### config.mk
export PLATFORM = sky130hd
export DESIGN_NAME = mem_arbiter_flat
export DESIGN_NICKNAME = d
export VERILOG_FILES = /design/src/rtl/mem_arb_pkg.sv /design/src/rtl/mem_arbiter_if.sv /design/src/rtl/mem_arbiter_rr_pick2.sv /design/src/rtl/mem_arbiter.sv /design/src/flat_wrapper.sv
export SDC_FILE = /design/constraint.sdc
export NUM_CORES = 1
export LEC_CHECK = 0
export CAP_MARGIN = 20
export CORE_MARGIN = 8
export CORE_UTILIZATION = 38
export DETAILED_ROUTE_END_ITERATION = 8
export PLACE_DENSITY = 0.85
export SYNTH_ARGS = -nofsm -noshare
export SYNTH_HDL_FRONTEND = slang
export SYNTH_SLANG_ARGS = --single-unit
### constraint.sdc
create_clock -name clk -period 1.5 [get_ports clk]
set_input_delay 0.225 -clock clk [delete_from_list [all_inputs] [get_ports clk]]
set_output_delay 0.225 -clock clk [all_outputs]
set_load 0.05 [all_outputs]
### src/rtl/mem_arb_pkg.sv
// Shared definitions for the unified memory arbiter.
//   arb_state_t : FSM state encoding (IDLE / WAIT / RESP)
//   OWN_IF/LS   : requester IDs; also the bit positions in the picker request vector
//   MEM_LAT_MAX : largest supported memory latency; sizes the wait counter
package mem_arb_pkg;

  typedef enum logic [1:0] {
    IDLE = 2'd0,
    WAIT = 2'd1,
    RESP = 2'd2
  } arb_state_t;

  localparam logic OWN_IF = 1'b0;
  localparam logic OWN_LS = 1'b1;

  localparam int unsigned MEM_LAT_MAX = 8;
  localparam int unsigned CNT_W       = $clog2(MEM_LAT_MAX);

endpackage

### src/rtl/mem_arbiter_if.sv
// Bus bundle between the arbiter, its two requesters (fetch, load/store) and
// the single-port memory.
//   master : arbiter view (drives gnt/rvalid/rdata and the memory command)
//   slave  : environment view (requesters and memory)
interface mem_arbiter_if #(
  parameter int unsigned ADDR_W = 32,
  parameter int unsigned DATA_W = 32
);
  // fetch requester
  logic              if_req;
  logic [ADDR_W-1:0] if_addr;
  logic              if_gnt;
  logic              if_rvalid;
  logic [DATA_W-1:0] if_rdata;
  // load/store requester
  logic                ls_req;
  logic                ls_we;
  logic [DATA_W/8-1:0] ls_be;
  logic [ADDR_W-1:0]   ls_addr;
  logic [DATA_W-1:0]   ls_wdata;
  logic                ls_gnt;
  logic                ls_rvalid;
  logic [DATA_W-1:0]   ls_rdata;
  // memory port
  logic                mem_en;
  logic [DATA_W/8-1:0] mem_we;
  logic [ADDR_W-1:0]   mem_addr;
  logic [DATA_W-1:0]   mem_wdata;
  logic [DATA_W-1:0]   mem_rdata;

  modport master (
    input  if_req, if_addr,
    output if_gnt, if_rvalid, if_rdata,
    input  ls_req, ls_we, ls_be, ls_addr, ls_wdata,
    output ls_gnt, ls_rvalid, ls_rdata,
    output mem_en, mem_we, mem_addr, mem_wdata,
    input  mem_rdata
  );

  modport slave (
    output if_req, if_addr,
    input  if_gnt, if_rvalid, if_rdata,
    output ls_req, ls_we, ls_be, ls_addr, ls_wdata,
    input  ls_gnt, ls_rvalid, ls_rdata,
    input  mem_en, mem_we, mem_addr, mem_wdata,
    output mem_rdata
  );
endinterface

### src/rtl/mem_arbiter_rr_pick2.sv
// Combinational 2-way round-robin picker.
//   req[OWN_IF], req[OWN_LS] : request lines
//   last                      : ID of the previous winner
//   gvalid                    : at least one request present
//   winner                    : ID of the selected requester
module rr_pick2
  import mem_arb_pkg::*;
(
  input  logic [1:0] req,
  input  logic       last,
  output logic       gvalid,
  output logic       winner
);

  always_comb begin
    gvalid = |req;
    winner = OWN_IF;
    case (req)
      2'b01:   winner = OWN_IF;
      2'b10:   winner = OWN_LS;
      2'b11:   winner = ~last;   // contention: whoever did not win last time
      default: winner = OWN_IF;
    endcase
  end

endmodule

### src/rtl/mem_arbiter.sv
// Arbiter for the unified single-port instruction/data memory shared by the
// fetch unit (IF) and the load/store unit (LS). One transaction outstanding at
// a time; response returned MEM_LAT cycles after the grant.
//   clk  : rising-edge clock
//   rst  : synchronous, active-low reset
//   bus  : requester handshakes and memory port (mem_arbiter_if.master)
//   busy : a transaction is outstanding
module mem_arbiter
  import mem_arb_pkg::*;
#(
  parameter int unsigned ADDR_W  = 32,
  parameter int unsigned DATA_W  = 32,
  parameter int unsigned MEM_LAT = 1
) (
  input  logic          clk,
  input  logic          rst,
  mem_arbiter_if.master bus,
  output logic          busy
);

  if (MEM_LAT < 1 || MEM_LAT > MEM_LAT_MAX) begin : g_lat_check
    $error("mem_arbiter: MEM_LAT out of range 1..8");
  end

  localparam logic [CNT_W-1:0] CNT_INIT = (MEM_LAT > 1) ? CNT_W'(MEM_LAT - 2) : '0;

  arb_state_t        state_q, state_d;
  logic [CNT_W-1:0]  cnt_q;
  logic              last_q;
  logic              owner_q;
  logic              store_q;
  logic [ADDR_W-1:0] addr_q;
  logic [DATA_W-1:0] wdata_q;
  logic [DATA_W-1:0] if_rdata_q;
  logic [DATA_W-1:0] ls_rdata_q;

  logic gvalid;
  logic winner;
  logic grant;
  logic resp;

  rr_pick2 u_pick (
    .req    ({bus.ls_req, bus.if_req}),
    .last   (last_q),
    .gvalid (gvalid),
    .winner (winner)
  );

  assign grant = rst && (state_q == IDLE) && gvalid;
  assign resp  = rst && (state_q == RESP);
  assign busy  = (state_q != IDLE);

  // State register
  always_ff @(posedge clk) begin
    if (!rst) state_q <= IDLE;
    else      state_q <= state_d;
  end

  // Next-state logic
  always_comb begin
    state_d = state_q;
    case (state_q)
      IDLE:    if (grant) state_d = (MEM_LAT > 1) ? WAIT : RESP;
      WAIT:    if (cnt_q == '0) state_d = RESP;
      RESP:    state_d = IDLE;
      default: state_d = IDLE;
    endcase
  end

  // Output logic
  always_comb begin
    bus.if_gnt    = grant && (winner == OWN_IF);
    bus.ls_gnt    = grant && (winner == OWN_LS);
    bus.mem_en    = grant;
    bus.mem_we    = (grant && (winner == OWN_LS) && bus.ls_we) ? bus.ls_be : '0;
    bus.mem_addr  = addr_q;
    bus.mem_wdata = wdata_q;
    if (grant) begin
      bus.mem_addr  = (winner == OWN_LS) ? bus.ls_addr : bus.if_addr;
      bus.mem_wdata = (winner == OWN_LS) ? bus.ls_wdata : '0;
    end
    bus.if_rvalid = resp && (owner_q == OWN_IF);
    bus.ls_rvalid = resp && (owner_q == OWN_LS);
    // Read data is forwarded from mem_rdata in the RESP cycle and held in a
    // register afterwards, so the value stays stable between pulses.
    bus.if_rdata  = bus.if_rvalid ? bus.mem_rdata : if_rdata_q;
    bus.ls_rdata  = bus.ls_rvalid ? (store_q ? '0 : bus.mem_rdata) : ls_rdata_q;
  end

  // Transaction bookkeeping and held outputs.
  // last_q holds the previous winner; resetting it to IF makes LS go first.
  always_ff @(posedge clk) begin
    if (!rst) begin
      cnt_q      <= '0;
      last_q     <= OWN_IF;
      owner_q    <= OWN_IF;
      store_q    <= 1'b0;
      addr_q     <= '0;
      wdata_q    <= '0;
      if_rdata_q <= '0;
      ls_rdata_q <= '0;
    end else begin
      if (grant) begin
        last_q  <= winner;
        owner_q <= winner;
        store_q <= (winner == OWN_LS) && bus.ls_we;
        addr_q  <= bus.mem_addr;
        wdata_q <= bus.mem_wdata;
        cnt_q   <= CNT_INIT;
      end else if (state_q == WAIT && cnt_q != '0) begin
        cnt_q <= cnt_q - 1'b1;
      end
      if (bus.if_rvalid) if_rdata_q <= bus.if_rdata;
      if (bus.ls_rvalid) ls_rdata_q <= bus.ls_rdata;
    end
  end

endmodule

### src/flat_wrapper.sv
// flat-port wrapper written by rule: the top's interface ports become plain ports
module mem_arbiter_flat import mem_arb_pkg::*;
#(
  parameter int unsigned ADDR_W  = 32,
  parameter int unsigned DATA_W  = 32,
  parameter int unsigned MEM_LAT = 1
)
  (clk, rst, busy, bus_if_req, bus_if_addr, bus_if_gnt, bus_if_rvalid, bus_if_rdata, bus_ls_req, bus_ls_we, bus_ls_be, bus_ls_addr, bus_ls_wdata, bus_ls_gnt, bus_ls_rvalid, bus_ls_rdata, bus_mem_en, bus_mem_we, bus_mem_addr, bus_mem_wdata, bus_mem_rdata);
  mem_arbiter_if #(.ADDR_W(ADDR_W), .DATA_W(DATA_W)) bus_i ();
  input  logic clk;
  input  logic rst;
  output logic busy;
  input wire logic [$bits(bus_i.if_req)-1:0] bus_if_req;
  input wire logic [$bits(bus_i.if_addr)-1:0] bus_if_addr;
  output wire logic [$bits(bus_i.if_gnt)-1:0] bus_if_gnt;
  output wire logic [$bits(bus_i.if_rvalid)-1:0] bus_if_rvalid;
  output wire logic [$bits(bus_i.if_rdata)-1:0] bus_if_rdata;
  input wire logic [$bits(bus_i.ls_req)-1:0] bus_ls_req;
  input wire logic [$bits(bus_i.ls_we)-1:0] bus_ls_we;
  input wire logic [$bits(bus_i.ls_be)-1:0] bus_ls_be;
  input wire logic [$bits(bus_i.ls_addr)-1:0] bus_ls_addr;
  input wire logic [$bits(bus_i.ls_wdata)-1:0] bus_ls_wdata;
  output wire logic [$bits(bus_i.ls_gnt)-1:0] bus_ls_gnt;
  output wire logic [$bits(bus_i.ls_rvalid)-1:0] bus_ls_rvalid;
  output wire logic [$bits(bus_i.ls_rdata)-1:0] bus_ls_rdata;
  output wire logic [$bits(bus_i.mem_en)-1:0] bus_mem_en;
  output wire logic [$bits(bus_i.mem_we)-1:0] bus_mem_we;
  output wire logic [$bits(bus_i.mem_addr)-1:0] bus_mem_addr;
  output wire logic [$bits(bus_i.mem_wdata)-1:0] bus_mem_wdata;
  input wire logic [$bits(bus_i.mem_rdata)-1:0] bus_mem_rdata;
  assign bus_i.if_req = bus_if_req;
  assign bus_i.if_addr = bus_if_addr;
  assign bus_if_gnt = bus_i.if_gnt;
  assign bus_if_rvalid = bus_i.if_rvalid;
  assign bus_if_rdata = bus_i.if_rdata;
  assign bus_i.ls_req = bus_ls_req;
  assign bus_i.ls_we = bus_ls_we;
  assign bus_i.ls_be = bus_ls_be;
  assign bus_i.ls_addr = bus_ls_addr;
  assign bus_i.ls_wdata = bus_ls_wdata;
  assign bus_ls_gnt = bus_i.ls_gnt;
  assign bus_ls_rvalid = bus_i.ls_rvalid;
  assign bus_ls_rdata = bus_i.ls_rdata;
  assign bus_mem_en = bus_i.mem_en;
  assign bus_mem_we = bus_i.mem_we;
  assign bus_mem_addr = bus_i.mem_addr;
  assign bus_mem_wdata = bus_i.mem_wdata;
  assign bus_i.mem_rdata = bus_mem_rdata;
  mem_arbiter #(.ADDR_W(ADDR_W), .DATA_W(DATA_W), .MEM_LAT(MEM_LAT)) u_core (.clk(clk), .rst(rst), .bus(bus_i), .busy(busy));
endmodule
## Word level (Yosys, flattened, before mapping)

Index checks and enable logic that the tools add are counted.

- Add/sub/neg operators: 1
- Eq/ne operators: 6
- Muxes and demuxes: 12
- Bitwise gates (word level): 3
- Reductions and logical operators: 17

Operators with widths:

| operator | number |
|---|---|
| 32-bit two-way mux | 7 |
| 1-bit logical AND | 10 |
| 2-bit equality test, second input constant | 3 |
| 2-bit two-way mux | 2 |
| 4-bit two-way mux | 1 |
| 2-bit by 1-bit != test with 1-bit output, second input constant | 2 |
| 2-bit one-hot mux with 2 select lines | 1 |
| 2-bit OR reduction | 2 |
| 3-bit logical NOT | 1 |
| 1-bit inverter | 3 |
| 3-bit nonzero test | 1 |
| 3-bit by 1-bit subtractor with 3-bit output, second input constant | 1 |
| 2-bit by 1-bit equality test with 1-bit output, second input constant | 1 |
| 2-bit logical NOT | 1 |
| 1-bit one-hot mux with 2 select lines | 1 |
| 2-bit AND reduction | 1 |
| 2-bit nonzero test | 1 |

- Flip-flop bits (word level): 135
- Input bits: 137
- Output and inout bits: 138
- Logic and storage cells: 47

## Depth between registers and ports, before layout

- Depth in word-level cells: 6
- Mapped depth: 7
- Depth with buffers taken out: 4

## Hierarchy

From an unflattened synthesis, not the netlist that was laid out.

- Cell total of the unflattened synthesis: 652
- Area total of the unflattened synthesis: 5701.7 um2

By module, submodules not included:

| module | times used | cells an instance | area an instance (um2) | seq. area each (um2) |
|---|---|---|---|---|
| mem_arbiter | 1 | 650 | 5688.0 | 2622.5 |
| rr_pick2 | 1 | 2 | 13.8 | 0.0 |

## Worst setup path after synthesis

Ideal clock, no wire load.

- Path kind: reg-to-output
- From: register u_core.state_q[1]
- To: output bus_mem_we[0]
- Arrival time: 2014 ps
- Required time: 1275 ps
- Path slack: -739 ps
- Stages on the path, launching flop included: 6
- Path buffers: 2
- Path through: dfxtp_1 -> nor2b_1 -> buf_2 -> and2_0 -> clkbuf_1 -> and3_1

- Cells in the longest elaborated chain, start to end: 6

RTL lines:

| item | RTL line | source |
|---|---|---|
| start: declaration | mem_arbiter.sv:27 | `arb_state_t state_q, state_d;` |
| start signal: assignment | mem_arbiter.sv:56 | `else state_q <= state_d;` |
| 2-bit logical NOT | mem_arbiter.sv:49 | `assign grant = rst && (state_q == IDLE) && gvalid;` |
| 1-bit logical AND (2 in a row) | mem_arbiter.sv:49 |  |
| 1-bit logical AND | n/a |  |
| net bus_ls_gnt | flat_wrapper.sv:23 | `output wire logic [$bits(bus_i.ls_gnt)-1:0] bus_ls_gnt;` |
| 1-bit logical AND | mem_arbiter.sv:75 | `bus.mem_we = (grant && (winner == OWN_LS) && bus.ls_we) ? bus.ls_be : '0;` |
| 4-bit two-way mux | mem_arbiter.sv:75 |  |
| end: declaration | flat_wrapper.sv:27 | `output wire logic [$bits(bus_i.mem_we)-1:0] bus_mem_we;` |

The timed path passes the listed nets, and every way through them passes these cells.

## Worst setup path after layout

- From: register u_core.state_q[1]
- To: output bus_mem_addr[9]

- Cells in the longest elaborated chain, start to end: 4

RTL lines:

| item | RTL line | source |
|---|---|---|
| 2-bit logical NOT | mem_arbiter.sv:49 |  |
| 1-bit logical AND (2 in a row) | mem_arbiter.sv:49 |  |
| 32-bit two-way mux | mem_arbiter.sv:78 | `if (grant) begin` |
| end: declaration | flat_wrapper.sv:28 | `output wire logic [$bits(bus_i.mem_addr)-1:0] bus_mem_addr;` |

Every way passes these cells.

==> key figures <==
Routing
  • Detailed-route DRC error count: 0
  • Final wirelength: 27150 microns
  • DRT iter0 DRCs: 332
  • Drt via density: 5.520
  • Routed WL per cell: 22.24 microns
  • Via count: 6740
  • Final ANT Viol Nets: 0
  • First-pass iteration count of the detailed router: 5

Floorplanning
  • Starting density of the core: 0.3835
  • Die Width: 141.9 microns
  • IO Pins: 275
  • Standard-cell row count: 46
  • Die Ht: 141.9 microns
  • Core area: 15710 sq um
  • Die Footprint: 20140 sq um

GRT
  • Antenna violations before repair: 0
  • Overflow after GRT: 0
  • Vias in the first global route: 7126
  • Total track usage: 0.2474
  • Global-route wire length before repair: 39220 microns
  • Largest net degree at the start of global routing: 70

Synthesis
  • Synthesized cell area: 6026 sq um
  • Post-synthesis net count: 811
  • Unique masters post-synth: 26
  • Number of warnings issued by yosys: 0
  • Synthesized area per cell: 8.940 sq um
  • Synth Register Bits: 131
  • Cells after Synth: 674
  • Seq/Total Area, Yosys: 0.4352

Setup path
  • Worst EP required: 1.27 ns
  • Arr. time, crit path: 1.87 ns
  • Setup CP Type: reg2out
  • Crit end category: output pin
  • Largest fanout on the critical path: 20
  • Startpoint class of the critical path: flip-flop

STA
  • RSZ-0062 raised after global routing: true
  • Clock Skews: 0.01052 ns
  • Final worst path period share: 1.394
  • Final setup violation count: 143
  • Final min period: 2.091 ns
  • Final worst slack: -0.5911 ns
  • Fin. max-slew vios: 0
  • Worst-margin pin slew: 0.6535 ns
  • Max Clock Freq: 478.2 MHz
  • Fin Setup TNS: -64.03 ns
  • Final Hold Fails: 0
  • Slew headroom: 0.5643

Place
  • GP Congestion: 0.8160
  • Port bufs: 274
  • Dpl hpwl: 17160 microns

Layout
  • Most common cell after layout, fill and taps aside: clkdlybuf4s50_1
  • Diode count: 0
  • Share of cells above drive strength 1: 0.4945
  • Final core occ: 0.8067
  • Most frequent cells in the layout: 133 x clkdlybuf4s50_1, 129 x dfxtp_1, 120 x buf_12
  • NumNets Final: 1129
  • Syn-to-layout area delta: 110.4%
  • Area of the multi-input gates: 4190 sq um
  • Fillers: 861
  • Register area: 2630 sq um

Clocking
  • Root buf cell: clkbuf_16
  • Hold_buf cts: 0
  • CTS Sinks: 131
  • CTS tree: done
  • H-tree levels: 4
  • CTS Buf Count: 17
  • Clock Pin Slew Worst Setup and Hold Paths: 0.06 ns
  • CTS max path bufs: 2
  • Clock Latency Late Sink: 0.42 ns

Job
  • Max-cap viol count: 0

Pwr
  • Leakage: 5.596 nW
  • Register share of total power: 0.307
  • Total power: 12.12 mW
  • Sw Ratio: 0.3097
  • Comb pwr share: 0.322
  • PD cells: 956.3 nW/um^2
  • Switch Pwr: 3.754 mW
  • Cell internal pwr: 8.367 mW
  • Peak supply drop: 0.7466 mV
  • Clk pwr share: 0.371

Min path
  • HP Class: in2reg

Run status
  • Failing checks: negative setup slack
  • Status: finished with violations
[worst max-delay path, cell delays in order (launching register included)]
cell     delay, ns
dfxtp_4       0.36
nor2b_4       0.22
o21ai_4       0.12
buf_12        0.17
a221o_2       0.41
buf_12        0.15
[cells in the mapped netlist]
library cell  number  share of area
dfxtp_1          131           0.44
nand2_1           96          0.060
and3_1            61          0.063
nand3_1           42          0.035
o21ai_0           42          0.035
clkbuf_1          41          0.026
a21boi_0          39          0.049
nand3b_1          33          0.041
and2_1            32          0.033
mux2_2            32          0.060
a211o_1           28          0.041
a221o_1           28          0.047
a21boi_1          27          0.034
buf_2             17          0.014
a31oi_1            4         0.0042
buf_6              4         0.0075
inv_1              4         0.0025
nand4_1            4         0.0042
nand2b_1           2         0.0021
a31o_2             1         0.0015
and2_0             1         0.0010
buf_4              1         0.0012
nor2_1             1        0.00062
nor2b_1            1         0.0010
o21ba_2            1         0.0017
o21bai_1           1         0.0012
[worst paths after layout]
| path | to | cells past startpoint | from | slack (ns) |
|---|---|---|---|---|
| max | bus_mem_addr[9] | 5 | u_core.state_q[1] | -0.59 |
| min | u_core.addr_q[7] | 2 | bus_if_addr[7] | 0.43 |
| max reg2reg | u_core.if_rdata_q[16] | 6 | u_core.last_q | -0.08 |
| min reg2reg | u_core.wdata_q[8] | 2 | u_core.wdata_q[8] | 0.50 |
[power groups by stage]
stage | Sequential [mW] | Combinational [mW] | Clock [mW]
2_1_floorplan | 3.76 | 1.80 | 0
3_3_place_gp | 3.77 | 3.45 | 0
3_5_place_dp | 3.78 | 3.50 | 0
4_1_cts | 3.71 | 3.72 | 4.54
5_1_grt | 3.73 | 4.04 | 4.74
6_report | 3.72 | 3.90 | 4.50
[metrics by stage]
step	setup slack (ns)	hold slack [ns]	std cells	area [sq um]
after detailed placement	-0.6548	0.4647	1167	11040
final	-0.5911	0.4258	1221	12680
after global placement	-0.5952	0.4599	1167	11040
after global routing	-0.6463	0.4327	1221	12680
after CTS	-0.5733	0.4097	1212	12200
after floorplan	-0.2595	0.3428	674	6773
[per-layer routing]
layer  routed length, microns  part of all wire  GRT usage
met4                     1045             0.038     0.1204
met1                     9606              0.35     0.2517
met3                     2201             0.081    0.08669
met5                        0                 0          0
met2                    14300              0.53     0.4439
[what timing repair did]
item,CTS,global route
cloned,5,2
resized for setup,92,109
pin swaps,20,11
endpoints found under the setup margin,189,189
setup buffers,8,9
[state kept, by name, indices dropped and copies added (netlist names)]
name / cells
u_core.if_rdata_q: 32
u_core.wdata_q: 32
u_core.addr_q: 32
u_core.state_q: 1
u_core.last_q: 1
u_core.ls_rdata_q: 32
u_core.store_q: 1
[cell type report]
class / count / area share
flip-flops and latches: 131 / 0.2075
multi-input cells: 476 / 0.3306
inverters: 4 / 0.001678
repair buffers: 362 / 0.3891
clock inverters: 15 / 0.01629
well taps: 216 / 0.02132
clock buffers: 17 / 0.03356
[kinds of logic (layout without fill, tap and decap cells)]
family | Yosys count | in the layout | synth area share
DFF | 131 | 131 | 0.4352
muxes | 32 | 32 | 0.05980
and+or+nand+nor | 273 | 273 | 0.2413
buffers and inverters | 67 | 398 | 0.05087
AOI/OAI and AO/OA | 171 | 171 | 0.2128
No activity file was read; power rests on OpenSTA's default activity.
